File: src/rtl/wb_buffered_stage_pkg.sv
// Shared widths, entry payload and sizing helper for the buffered write-back stage.
package wb_buffer_params;
  localparam int unsigned DATA_WIDTH     = 32;
  localparam int unsigned PC_WIDTH       = 32;
  localparam int unsigned REG_ADDR_WIDTH = 5;
  localparam int unsigned LANES          = DATA_WIDTH / 8;
  localparam int unsigned DEFAULT_DEPTH  = 4;

  typedef struct packed {
    logic [PC_WIDTH-1:0]       pc;
    logic                      rf_we;
    logic [REG_ADDR_WIDTH-1:0] rf_addr;
    logic [LANES-1:0]          strobe;
    logic [DATA_WIDTH-1:0]     result;
    logic                      move_from_cp0;
    logic                      exception;
    logic                      eret;
  } wb_entry_t;

  function automatic int unsigned occ_width(input int unsigned depth);
    return $clog2(depth + 1);
  endfunction
endpackage

File: src/rtl/wb_buffered_stage_if.sv
// io stage -> write-back stage handshake and entry payload.
interface wb_buffered_stage_if;
  import wb_buffer_params::*;

  logic                      in_valid;
  logic                      wb_allow_in;
  logic [PC_WIDTH-1:0]       in_pc;
  logic                      in_rf_we;
  logic [REG_ADDR_WIDTH-1:0] in_rf_addr;
  logic [LANES-1:0]          in_rf_strobe;
  logic [DATA_WIDTH-1:0]     in_result;
  logic                      in_move_from_cp0;
  logic                      in_exception_valid;
  logic                      in_eret;

  modport master (
    output in_valid, in_pc, in_rf_we, in_rf_addr, in_rf_strobe, in_result,
           in_move_from_cp0, in_exception_valid, in_eret,
    input  wb_allow_in
  );

  modport slave (
    input  in_valid, in_pc, in_rf_we, in_rf_addr, in_rf_strobe, in_result,
           in_move_from_cp0, in_exception_valid, in_eret,
    output wb_allow_in
  );
endinterface

File: src/rtl/wb_buffered_stage_forward.sv
// Per-byte-lane forwarding: youngest matching buffered write supplies each lane.
module wb_forward_lookup
  import wb_buffer_params::*;
#(
  parameter int unsigned DEPTH = DEFAULT_DEPTH,
  parameter int unsigned PTR_W = $clog2(DEPTH)
) (
  input  logic [PTR_W-1:0]          tail,
  input  logic [DEPTH-1:0]          valid,
  input  logic [DEPTH-1:0]          writable,
  input  logic [DEPTH-1:0]          from_cp0,
  input  logic [REG_ADDR_WIDTH-1:0] addr   [DEPTH],
  input  logic [LANES-1:0]          strobe [DEPTH],
  input  logic [DATA_WIDTH-1:0]     result [DEPTH],
  input  logic [REG_ADDR_WIDTH-1:0] query_addr,
  output logic [LANES-1:0]          lane_hit,
  output logic [DATA_WIDTH-1:0]     data,
  output logic                      cp0_pending
);
  logic             found;
  logic [PTR_W-1:0] idx;

  always_comb begin
    lane_hit    = '0;
    data        = '0;
    cp0_pending = 1'b0;
    found       = 1'b0;
    idx         = '0;
    for (int unsigned lane = 0; lane < LANES; lane++) begin
      found = 1'b0;
      for (int unsigned k = 0; k < DEPTH; k++) begin
        idx = tail - PTR_W'(k + 1);
        if (!found && query_addr != '0 && valid[idx] && writable[idx] &&
            addr[idx] == query_addr && strobe[idx][lane]) begin
          found                = 1'b1;
          lane_hit[lane]       = 1'b1;
          data[lane*8 +: 8]    = result[idx][lane*8 +: 8];
          if (from_cp0[idx]) cp0_pending = 1'b1;
        end
      end
    end
  end
endmodule

File: src/rtl/wb_buffered_stage.sv
// In-order write-back buffer: queues io-stage results, retires one per cycle, flushes on head exception/eret.
module wb_buffered_stage
  import wb_buffer_params::*;
#(
  parameter int unsigned DEPTH = DEFAULT_DEPTH
) (
  input  logic                      clock,
  input  logic                      reset,
  wb_buffered_stage_if.slave        io,
  input  logic                      retire_stall,
  input  logic [DATA_WIDTH-1:0]     cp0_read_data,
  output logic                      rf_we,
  output logic [REG_ADDR_WIDTH-1:0] rf_addr,
  output logic [LANES-1:0]          rf_strobe,
  output logic [DATA_WIDTH-1:0]     rf_data,
  output logic                      exception_valid,
  output logic                      eret_flush,
  output logic [PC_WIDTH-1:0]       exception_pc,
  output logic                      have_exception_forwards,
  input  logic [REG_ADDR_WIDTH-1:0] query_addr,
  output logic [LANES-1:0]          fwd_lane_hit,
  output logic [DATA_WIDTH-1:0]     fwd_data,
  output logic                      fwd_cp0_pending,
  output logic [occ_width(DEPTH)-1:0] occupancy,
  output logic [PC_WIDTH-1:0]       debug_program_count,
  output logic [LANES-1:0]          debug_rf_we,
  output logic [REG_ADDR_WIDTH-1:0] debug_rf_addr,
  output logic [DATA_WIDTH-1:0]     debug_rf_data
);
  localparam int unsigned PTR_W = $clog2(DEPTH);
  localparam int unsigned OCC_W = occ_width(DEPTH);

  wb_entry_t             mem [DEPTH];
  logic [DEPTH-1:0]      valid;
  logic [PTR_W-1:0]      head, tail;
  logic [OCC_W-1:0]      count;
  wb_entry_t             head_e, in_entry;
  logic                  empty, full, retire_now, flush_now, enq;

  assign empty      = (count == '0);
  assign full       = (count == OCC_W'(DEPTH));
  assign head_e     = mem[head];
  assign retire_now = !empty && !retire_stall;

  assign exception_valid = retire_now && head_e.exception;
  assign eret_flush      = retire_now && head_e.eret;
  assign flush_now       = exception_valid || eret_flush;
  assign io.wb_allow_in  = !full && !flush_now;
  assign enq             = io.in_valid && io.wb_allow_in;

  assign in_entry = '{pc: io.in_pc, rf_we: io.in_rf_we, rf_addr: io.in_rf_addr,
                      strobe: io.in_rf_strobe, result: io.in_result,
                      move_from_cp0: io.in_move_from_cp0,
                      exception: io.in_exception_valid, eret: io.in_eret};

  // Head-entry outputs are forced to zero while the buffer is empty.
  assign rf_we        = retire_now && head_e.rf_we && !head_e.exception;
  assign rf_addr      = empty ? '0 : head_e.rf_addr;
  assign rf_strobe    = empty ? '0 : head_e.strobe;
  assign rf_data      = empty ? '0 : (head_e.move_from_cp0 ? cp0_read_data : head_e.result);
  assign exception_pc = empty ? '0 : head_e.pc;

  assign occupancy           = count;
  assign debug_program_count = exception_pc;
  assign debug_rf_we         = {LANES{rf_we}} & head_e.strobe;
  assign debug_rf_addr       = rf_addr;
  assign debug_rf_data       = rf_data;

  always_ff @(posedge clock or posedge reset) begin
    if (reset) begin
      head  <= '0;
      tail  <= '0;
      count <= '0;
      valid <= '0;
    end else if (flush_now) begin
      head  <= '0;
      tail  <= '0;
      count <= '0;
      valid <= '0;
    end else begin
      if (enq) begin
        valid[tail] <= 1'b1;
        tail        <= tail + PTR_W'(1);
      end
      if (retire_now) begin
        valid[head] <= 1'b0;
        head        <= head + PTR_W'(1);
      end
      if (enq && !retire_now)      count <= count + OCC_W'(1);
      else if (!enq && retire_now) count <= count - OCC_W'(1);
    end
  end

  // Payload storage needs no reset: every read is qualified by valid/empty.
  always_ff @(posedge clock) begin
    if (enq) mem[tail] <= in_entry;
  end

  logic [DEPTH-1:0]          e_writable, e_cp0, e_flush;
  logic [REG_ADDR_WIDTH-1:0] e_addr   [DEPTH];
  logic [LANES-1:0]          e_strobe [DEPTH];
  logic [DATA_WIDTH-1:0]     e_result [DEPTH];

  always_comb begin
    e_writable = '0;
    e_cp0      = '0;
    e_flush    = '0;
    for (int unsigned i = 0; i < DEPTH; i++) begin
      e_writable[i] = mem[i].rf_we && !mem[i].exception;
      e_cp0[i]      = mem[i].move_from_cp0;
      e_flush[i]    = mem[i].exception || mem[i].eret;
      e_addr[i]     = mem[i].rf_addr;
      e_strobe[i]   = mem[i].strobe;
      e_result[i]   = mem[i].result;
    end
  end

  assign have_exception_forwards = |(valid & e_flush);

  wb_forward_lookup #(.DEPTH(DEPTH), .PTR_W(PTR_W)) u_fwd (
    .tail        (tail),
    .valid       (valid),
    .writable    (e_writable),
    .from_cp0    (e_cp0),
    .addr        (e_addr),
    .strobe      (e_strobe),
    .result      (e_result),
    .query_addr  (query_addr),
    .lane_hit    (fwd_lane_hit),
    .data        (fwd_data),
    .cp0_pending (fwd_cp0_pending)
  );
endmodule
File: src/flat_wrapper.sv
// flat-port wrapper written by rule: the top's interface ports become plain ports
module wb_buffered_stage_flat import wb_buffer_params::*;
#(
  parameter int unsigned DEPTH = DEFAULT_DEPTH
)
  (clock, reset, retire_stall, cp0_read_data, rf_we, rf_addr, rf_strobe, rf_data, exception_valid, eret_flush, exception_pc, have_exception_forwards, query_addr, fwd_lane_hit, fwd_data, fwd_cp0_pending, occupancy, debug_program_count, debug_rf_we, debug_rf_addr, debug_rf_data, io_in_valid, io_in_pc, io_in_rf_we, io_in_rf_addr, io_in_rf_strobe, io_in_result, io_in_move_from_cp0, io_in_exception_valid, io_in_eret, io_wb_allow_in);
  wb_buffered_stage_if io_i ();
  input  logic clock;
  input  logic reset;
  input  logic retire_stall;
  input  logic [DATA_WIDTH-1:0] cp0_read_data;
  output logic rf_we;
  output logic [REG_ADDR_WIDTH-1:0] rf_addr;
  output logic [LANES-1:0] rf_strobe;
  output logic [DATA_WIDTH-1:0] rf_data;
  output logic exception_valid;
  output logic eret_flush;
  output logic [PC_WIDTH-1:0] exception_pc;
  output logic have_exception_forwards;
  input  logic [REG_ADDR_WIDTH-1:0] query_addr;
  output logic [LANES-1:0] fwd_lane_hit;
  output logic [DATA_WIDTH-1:0] fwd_data;
  output logic fwd_cp0_pending;
  output logic [occ_width(DEPTH)-1:0] occupancy;
  output logic [PC_WIDTH-1:0] debug_program_count;
  output logic [LANES-1:0] debug_rf_we;
  output logic [REG_ADDR_WIDTH-1:0] debug_rf_addr;
  output logic [DATA_WIDTH-1:0] debug_rf_data;
  input wire logic [$bits(io_i.in_valid)-1:0] io_in_valid;
  input wire logic [$bits(io_i.in_pc)-1:0] io_in_pc;
  input wire logic [$bits(io_i.in_rf_we)-1:0] io_in_rf_we;
  input wire logic [$bits(io_i.in_rf_addr)-1:0] io_in_rf_addr;
  input wire logic [$bits(io_i.in_rf_strobe)-1:0] io_in_rf_strobe;
  input wire logic [$bits(io_i.in_result)-1:0] io_in_result;
  input wire logic [$bits(io_i.in_move_from_cp0)-1:0] io_in_move_from_cp0;
  input wire logic [$bits(io_i.in_exception_valid)-1:0] io_in_exception_valid;
  input wire logic [$bits(io_i.in_eret)-1:0] io_in_eret;
  output wire logic [$bits(io_i.wb_allow_in)-1:0] io_wb_allow_in;
  assign io_i.in_valid = io_in_valid;
  assign io_i.in_pc = io_in_pc;
  assign io_i.in_rf_we = io_in_rf_we;
  assign io_i.in_rf_addr = io_in_rf_addr;
  assign io_i.in_rf_strobe = io_in_rf_strobe;
  assign io_i.in_result = io_in_result;
  assign io_i.in_move_from_cp0 = io_in_move_from_cp0;
  assign io_i.in_exception_valid = io_in_exception_valid;
  assign io_i.in_eret = io_in_eret;
  assign io_wb_allow_in = io_i.wb_allow_in;
  wb_buffered_stage #(.DEPTH(DEPTH)) u_core (.clock(clock), .reset(reset), .io(io_i), .retire_stall(retire_stall), .cp0_read_data(cp0_read_data), .rf_we(rf_we), .rf_addr(rf_addr), .rf_strobe(rf_strobe), .rf_data(rf_data), .exception_valid(exception_valid), .eret_flush(eret_flush), .exception_pc(exception_pc), .have_exception_forwards(have_exception_forwards), .query_addr(query_addr), .fwd_lane_hit(fwd_lane_hit), .fwd_data(fwd_data), .fwd_cp0_pending(fwd_cp0_pending), .occupancy(occupancy), .debug_program_count(debug_program_count), .debug_rf_we(debug_rf_we), .debug_rf_addr(debug_rf_addr), .debug_rf_data(debug_rf_data));
endmodule
File: config.mk
export PLATFORM = sky130hd
export DESIGN_NAME = wb_buffered_stage_flat
export DESIGN_NICKNAME = d
export VERILOG_FILES = /design/src/rtl/wb_buffered_stage_pkg.sv /design/src/rtl/wb_buffered_stage_if.sv /design/src/rtl/wb_buffered_stage_forward.sv /design/src/rtl/wb_buffered_stage.sv /design/src/flat_wrapper.sv
export SDC_FILE = /design/constraint.sdc
export NUM_CORES = 1
export LEC_CHECK = 0
export BUFFER_PORTS_ARGS = -buffer_cell sky130_fd_sc_hd__buf_2
export CAP_MARGIN = 20
export CORE_MARGIN = 5
export CORE_UTILIZATION = 35
export CTS_BUF_LIST = sky130_fd_sc_hd__clkbuf_4
export DETAILED_ROUTE_END_ITERATION = 6
export MAX_ROUTING_LAYER = met4
export SYNTH_ARGS = -nofsm -noshare
export SYNTH_HDL_FRONTEND = slang
export SYNTH_SLANG_ARGS = --single-unit
export TNS_END_PERCENT = 20
File: constraint.sdc
create_clock -name clock -period 4.5 [get_ports clock]
set_input_delay 0.225 -clock clock [delete_from_list [all_inputs] [get_ports clock]]
set_output_delay 0.225 -clock clock [all_outputs]
set_load 0.01 [all_outputs]
# Yosys cells after proc, flatten, opt, wreduce, memory -nomap -nowiden
# Memory sizes are Yosys's and may differ from the RTL's.
# Index checks and enable logic that the tools add are counted.
totals:
  word_cells: 299
  in_bits: 118
  n_memories: 1
  output_inout_bits: 191
  regBits: 11
  ramBits: 308
memory_table:
  columns: ["name", "words", "word_bits", "rd", "rd_clocked_by_memory_dff", "wr", "line_no", "source"]
  rows:
  - ["u_core.mem", 4, 77, 5, 0, 1, "wb_buffered_stage.sv:33", "wb_entry_t mem [DEPTH];"]
classes:
  reduce_logical: 116
  add_sub_neg: 7
  muxes: 146
  eq_ne: 5
  n_lt_le_gt_ge: 11
  n_bitwise: 9
op_table:
  columns: ["op", "count"]
  rows:
  - ["$mux W32", 11]
  - ["$bmux W32 S2", 4]
  - ["$mux W8", 16]
  - ["$logic_and A1 B1 Y1", 82]
  - ["$mux W1", 64]
  - ["$mux W4", 13]
  - ["$mux W5", 9]
  - ["$bmux W5 S2", 4]
  - ["$bmux W4 S2", 4]
  - ["$bmux W1 S2", 12]
  - ["$logic_not A1 Y1", 23]
  - ["$eq A5 B5 Y1", 4]
  - ["$lt A2 B3 Y1 const B", 5]
  - ["$and A4 B4 Y4", 3]
  - ["$ge A3 B3 Y1 const B", 4]
  - ["$not A2 Y3", 4]
  - ["$mux W3", 3]
  - ["$mux W2", 4]
  - ["$logic_or A1 B1 Y1", 5]
  - ["$reduce_bool A5 Y1", 1]
  - ["$add A2 B1 Y2 const B", 2]
  - ["$demux W1 S2", 2]
  - ["$ge A2 B1 Y1 const B", 2]
  - ["$not A4 Y4", 1]
  - ["other kinds (10)", 12]

# Longest topological paths before layout
depth:
  ltp_word: 54
  depth_mapped: 16
  ltp_nobuf: 12

# Modules after synthesis
# A second synthesis with hierarchy kept.
hier_totals:
  hier_cells: 1261
  area_unflattened_um2: 18127.4
modules_own_cells:
  columns: ["module", "seq_area_each_um2", "cells_each", "n_inst", "area_per_inst_um2"]
  rows:
  - ["wb_buffered_stage", 9524.1, 691, 1, 13208.9]
  - ["wb_forward_lookup", 0.0, 570, 1, 4918.5]

# Worst setup path after synthesis
# No wires, ideal clock.
synth_path:
  path_type: "register to register"
  startpoint: "register u_core.head[0]"
  endpoint: "memory u_core.mem[0][0] (netlist bit) (enable)"
  slack_ns: -0.125
  required_ns: 4.055
  period_less_slack_ns: 4.625
  stages_incl_launch_ff: 8
  arrival_time_ns: 4.180
  setup_time_ns: 0.445
  path_buffers: 2
  cell_sequence: "dfrtp_1 -> clkbuf_1 -> mux4_2 -> and2_1 -> or2_2 -> clkbuf_1 -> a31oi_1 -> and3_1"
synth_between:
  elab_chain_cells: 8
  elab_cells_between_ends: 9
  cone_classes: "2 x mux; 6 x reduce/logical; 1 x memory"
synth_lines:
  columns: ["item", "line_no", "source"]
  rows:
  - ["start: declaration", "wb_buffered_stage.sv:35", "logic [PTR_W-1:0] head, tail;"]
  - ["start signal: assignment", "wb_buffered_stage.sv:87", "head <= head + PTR_W'(1);"]
  - ["$mem_v2 Z4 W77", null, null]
  - ["$logic_and A1 B1 Y1", "wb_buffered_stage.sv:46", "assign eret_flush = retire_now && head_e.eret;"]
  - ["net eret_flush", "flat_wrapper.sv:17", "output logic eret_flush;"]
  - ["$logic_or A1 B1 Y1", "wb_buffered_stage.sv:47", "assign flush_now = exception_valid || eret_flush;"]
  - ["$logic_not A1 Y1", "wb_buffered_stage.sv:48", "assign io.wb_allow_in = !full && !flush_now;"]
  - ["$logic_and A1 B1 Y1", "wb_buffered_stage.sv:48", null]
  - ["net io_wb_allow_in", "flat_wrapper.sv:38", "output wire logic [$bits(io_i.wb_allow_in)-1:0] io_wb_allow_in;"]
  - ["$logic_and A1 B1 Y1", "wb_buffered_stage.sv:49", "assign enq = io.in_valid && io.wb_allow_in;"]
  - ["$mux W1", "wb_buffered_stage.sv:96", "if (enq) mem[tail] <= in_entry;"]
  - ["$mux W1 (implied by the code)", "wb_buffered_stage.sv:96", null]
  - ["end: declaration", "wb_buffered_stage.sv:33", null]
# The timed path passes the listed nets, and every way through them passes these cells.

# Final worst setup path
layout_path:
  startpoint: "register u_core.tail[0]"
  endpoint: "output port fwd_cp0_pending"
layout_between:
  elab_chain_cells: 54
  elab_cells_between_ends: 182
  cone_classes: "3 x add/sub; 4 x eq/ne; 92 x mux; 4 x bitwise; 79 x reduce/logical"
layout_lines:
  columns: ["item", "line_no", "source"]
  rows:
  - ["start: declaration", "wb_buffered_stage.sv:35", null]
  - ["start signal: assignment", "wb_buffered_stage.sv:83", "tail <= tail + PTR_W'(1);"]
  - ["$sub A2 B1 Y2", "wb_buffered_stage_forward.sv:32", "idx = tail - PTR_W'(k + 1);"]
  - ["$not A2 Y3 (implied by the code)", "wb_buffered_stage_forward.sv:34", "addr[idx] == query_addr && strobe[idx][lane]) begin"]
  - ["$bmux W5 S2", "wb_buffered_stage_forward.sv:34", null]
  - ["$mux W5 (implied by the code) (2 in series)", "wb_buffered_stage_forward.sv:34", null]
  - ["$eq A5 B5 Y1", "wb_buffered_stage_forward.sv:34", null]
  - ["$logic_and A1 B1 Y1", "wb_buffered_stage_forward.sv:33", "if (!found && query_addr != '0 && valid[idx] && writable[idx] &&"]
  - ["$logic_and A1 B1 Y1", "wb_buffered_stage_forward.sv:34", null]
  - ["$mux W1", "wb_buffered_stage_forward.sv:33", null]
  - ["(+37 left out)", null, null]
  - ["$mux W1", "wb_buffered_stage_forward.sv:38", "if (from_cp0[idx]) cp0_pending = 1'b1;"]
  - ["$mux W1", "wb_buffered_stage_forward.sv:33", null]
  - ["$mux W1", "wb_buffered_stage_forward.sv:38", null]
  - ["$mux W1", "wb_buffered_stage_forward.sv:33", null]
  - ["$mux W1", "wb_buffered_stage_forward.sv:38", null]
  - ["$mux W1", "wb_buffered_stage_forward.sv:33", null]
  - ["$mux W1", "wb_buffered_stage_forward.sv:38", null]
  - ["$mux W1 (*)", "wb_buffered_stage_forward.sv:33", null]
  - ["end: declaration", "flat_wrapper.sv:23", "output logic fwd_cp0_pending;"]
# Mark *: on every way between the ends. The rest lies on a longest branch, timed or not. The select of a mux whose other input is x is not followed.

==> impl_metrics.tcl <==
set metrics [dict create \
    met1Wirelength_um 21000 \
    clkTransAtPathRegs_ns 0.06 \
    wl_per_cell_um 21.8 \
    synthArstFlopShare 0.0345 \
    cap_violations 0 \
    status "finished, final reports clean" \
    yosysUniqueCellTypes 70 \
    clk_path_buf_depth 3 \
    p_clk_frac 0.180 \
    io_pins 309 \
    synth_top_area_share 0.503 \
    vias 12300 \
    worstReg2RegStart "u_core.head[0]" \
    yosysMostFrequentCell "edfxtp_1" \
    cts_tree "yes" \
    cp-start-kind "flop" \
    ys_dominant_reg_cell "edfxtp_1" \
    layout.cells.non_filler 2313 \
    finalSetupViolations 0 \
    die_h_um 239 \
    place_congestion 0.821 \
    worst_slew_pin_slew_ns 0.938 \
    antenna_found_initial 6 \
    synth_area_leader_cell "edfxtp_1" \
    combinationalPowerShare 0.516 \
    peakVddDrop_mv 0.362 \
    area_growth_pct 22.8 \
    rr_endpoint "u_core.occupancy[1]" \
    fin_hold_ws_ns 0.180 \
    synth_area_leaders "edfxtp_1 (50%), mux4_2 (23%), mux2i_1 (4.2%)" \
    firstDrtPassIters 5 \
    synth-seq-cells 319 \
    synth_nets 1306 \
    port_buffers 308 \
    dp_hpwl_um 32500 \
    grt_pass1_wl_um 76500 \
    start_util 0.351 \
    fillers 4762 \
    switching_share 0.384 \
    grt_max_degree 79 \
    r2r_cells 10 \
    numCtsBuffers 85 \
    hp-class "input port to flop" \
    core_um2 52300 \
    p_int_mw 8.38 \
    dp_cells 2062 \
    cts-root-buf "clkbuf_4" \
    pwr-share-seq 0.304 \
    rsz0062_at_grt "true" \
    nNetsFinal 1689 \
    seq_area_frac_synth 0.518 \
    ant_nets 0 \
    holdPathStages 2 \
    vias_per_cell 5.31 \
    power_mw 13.6 \
    drive_above_1_share 0.467 \
    synth_edf_count 308 \
    p_switching_mw 5.21 \
    crit_required_ns 4.28 \
    syn_avg_cell_area_um2 15.6 \
    r2r_setup_slack_ns 0.86 \
    std_cell_rows 84 \
    p_per_area_nw_per_um2 602 \
    cp_max_fo 9 \
    die_area_um2 57200 \
    path_cells "clkinv_4 -> ha_4 -> mux4_2 -> or3_4 -> a211o_4 -> a2111o_1 -> nand3_1 -> buf_6 -> nand4b_1 -> a22oi_1 -> nand3b_1 -> buf_2" \
    clock_latency_ns 0.78 \
    routed_wl_um 50300 \
    ys_warn_count 0 \
    report.final.hold_viol_count 0 \
    groute.usage.overall 0.179 \
    cpMaxStageDelayCell "a2111o_1" \
    slew_headroom 0.375 \
    synth_commonest_cells "edfxtp_1 (308), mux4_2 (189), mux2i_1 (77), buf_4 (71), nor2_1 (71)" \
    worstHoldEndpoint "u_core.mem[0][47]" \
    h-tree-depth 3 \
    holdCritStartpoint "io_in_pc[2]" \
    route.detailed.drc 0 \
    ff_latch_area_um2 9540 \
    cts_sinks 319 \
    max_freq_ghz 0.227 \
    min_period_ns 4.41 \
    p_leak_nw 8.23 \
    cp_top_family "compound AO/OA/AOI/OAI gates" \
    overflow 0 \
    clock_skew_ns 0.0393 \
    multi_input_area_um2 8040 \
    critPathArrivalTime_ns 4.18 \
    slew_violations 0 \
    drtIter0Drc 655 \
    syn_area_um2 18400 \
    top_layer_used "met4" \
    dr_wl_met3_um 3130 \
    wl_met2_um 25200 \
    worstSetupPathType "flop to output port" \
    netlist_instances 1178 \
    die_x_um 239 \
    cpPeakStageDelay_ns 0.55 \
    crit_buf_inv 3 \
    fin_crit_sh 0.980 \
    grt_pass1_vias 12800 \
    cp-end-kind "output port" \
]
==> power by group through the flow <==
stage          Sequential [mW]  Clock (mW)  Combinational (mW)
2_1_floorplan             4.10           0                5.31
3_3_place_gp              4.15           0                6.87
3_5_place_dp              4.18           0                6.90
4_1_cts                   4.13        2.55                7.09
5_1_grt                   4.19        2.72                7.61
6_report                  4.14        2.45                7.01
==> cell usage in the layout (no fill, tap or decap), types with 5 or more instances in the layout <==
cell,instances
o21ai_1,7
buf_12,11
clkinv_1,16
nor2_1,70
nor2b_1,47
ha_1,8
and2_1,9
mux2i_1,77
nor3_1,10
diode_2,7
buf_4,38
or3_1,5
o22a_1,13
mux4_2,190
clkinv_2,5
buf_2,306
o221ai_1,8
o221ai_2,7
nand2_1,30
a31oi_1,7
a22o_1,6
nand2b_1,11
xor2_1,9
inv_1,36
dfrtp_1,7
clkbuf_4,117
buf_6,8
xnor2_1,16
nand3b_1,7
mux2_2,23
dlygate4sd3_1,81
nand3_1,10
edfxtp_1,308
o21ai_0,10
a21oi_1,11
==> cell families (layout without fill, tap and decap cells) <==
group / Yosys count / in the layout / synth area share
buffers and inverters: 187 / 627 / 0.0559
AOI/OAI and AO/OA: 117 / 117 / 0.0526
other: 0 / 7 / 0
DFF: 319 / 319 / 0.518
and+or+nand+nor: 230 / 230 / 0.0656
muxes: 290 / 290 / 0.289
adders and majority gates: 10 / 10 / 0.00721
xor gates and xnor gates: 25 / 25 / 0.0119
==> worst max path at each step <==
stage / start / end / slack [ns] / depth (start not counted)
3_5_place_dp: u_core.tail[0] / fwd_data[19] / 0.25 / 12
2_1_floorplan: u_core.head[0] / u_core.mem[1][0] / -0.12 / 7
5_1_grt: u_core.tail[0] / fwd_cp0_pending / -0.15 / 12
3_3_place_gp: u_core.tail[0] / fwd_data[21] / 0.42 / 12
6_report: u_core.tail[0] / fwd_cp0_pending / 0.09 / 12
4_1_cts: u_core.tail[0] / fwd_data[19] / -0.008 / 13
==> worst reg2reg max path, stage by stage, from the launching register on <==
cell,delay [ns]
dfrtp_4,0.46
mux4_2,0.54
and2_1,0.19
or2_2,0.40
a31oi_1,0.65
and2_0,0.40
ha_1,0.26
fa_1,0.43
nor2_1,0.11
a21oi_1,0.05
nor2_1,0.08
==> layout make-up <==
class | count | share of cell area
Clock inverter | 27 | 0.00687
Multi-Input combinational cell | 672 | 0.356
Tap cell | 688 | 0.0381
Clock buffer | 117 | 0.0389
Timing Repair Buffer | 445 | 0.131
Inverter | 38 | 0.00654
Antenna cell | 7 | 0.000775
Sequential cell | 319 | 0.422
==> registers in the layout, summed over array words and instances, names as in the netlist <==
signal            count
u_core.valid          4
u_core.mem          308
u_core.tail           2
u_core.head           2
u_core.occupancy      3
==> metal layers <==
layer / global-route usage / vias to the layer above
met3: 0.0436 / 72
met1: 0.224 / 6298
met5: - / -
li1: - / 5518
met4: 0.0495 / 0
met2: 0.293 / 396
==> repair_timing <==
| action | CTS | global route |
|---|---|---|
| setup endpoints to repair | 33 | 30 |
| resized for setup | 33 | 23 |
| cloned | 0 | 0 |
| hold buffers | 81 | 0 |
| endpoints found under the hold margin | 326 | 0 |
| pin swaps | 14 | 15 |
| buffers inserted | 15 | 4 |
==> per-stage QoR <==
| step | TNS [ns] | cell area (um^2) | setup WS, ns | utilization |
|---|---|---|---|---|
| after floorplan | -28.91 | 18400 | -0.125 | - |
| after global placement | 0 | 20300 | 0.423 | 0.388 |
| after detailed placement | 0 | 20300 | 0.253 | 0.388 |
| after CTS | -0.0151 | 22400 | -0.00820 | 0.428 |
| after global routing | -1.69 | 22600 | -0.147 | 0.432 |
| final | 0 | 22600 | 0.0906 | 0.432 |
No activity file was read; power rests on OpenSTA's default activity.
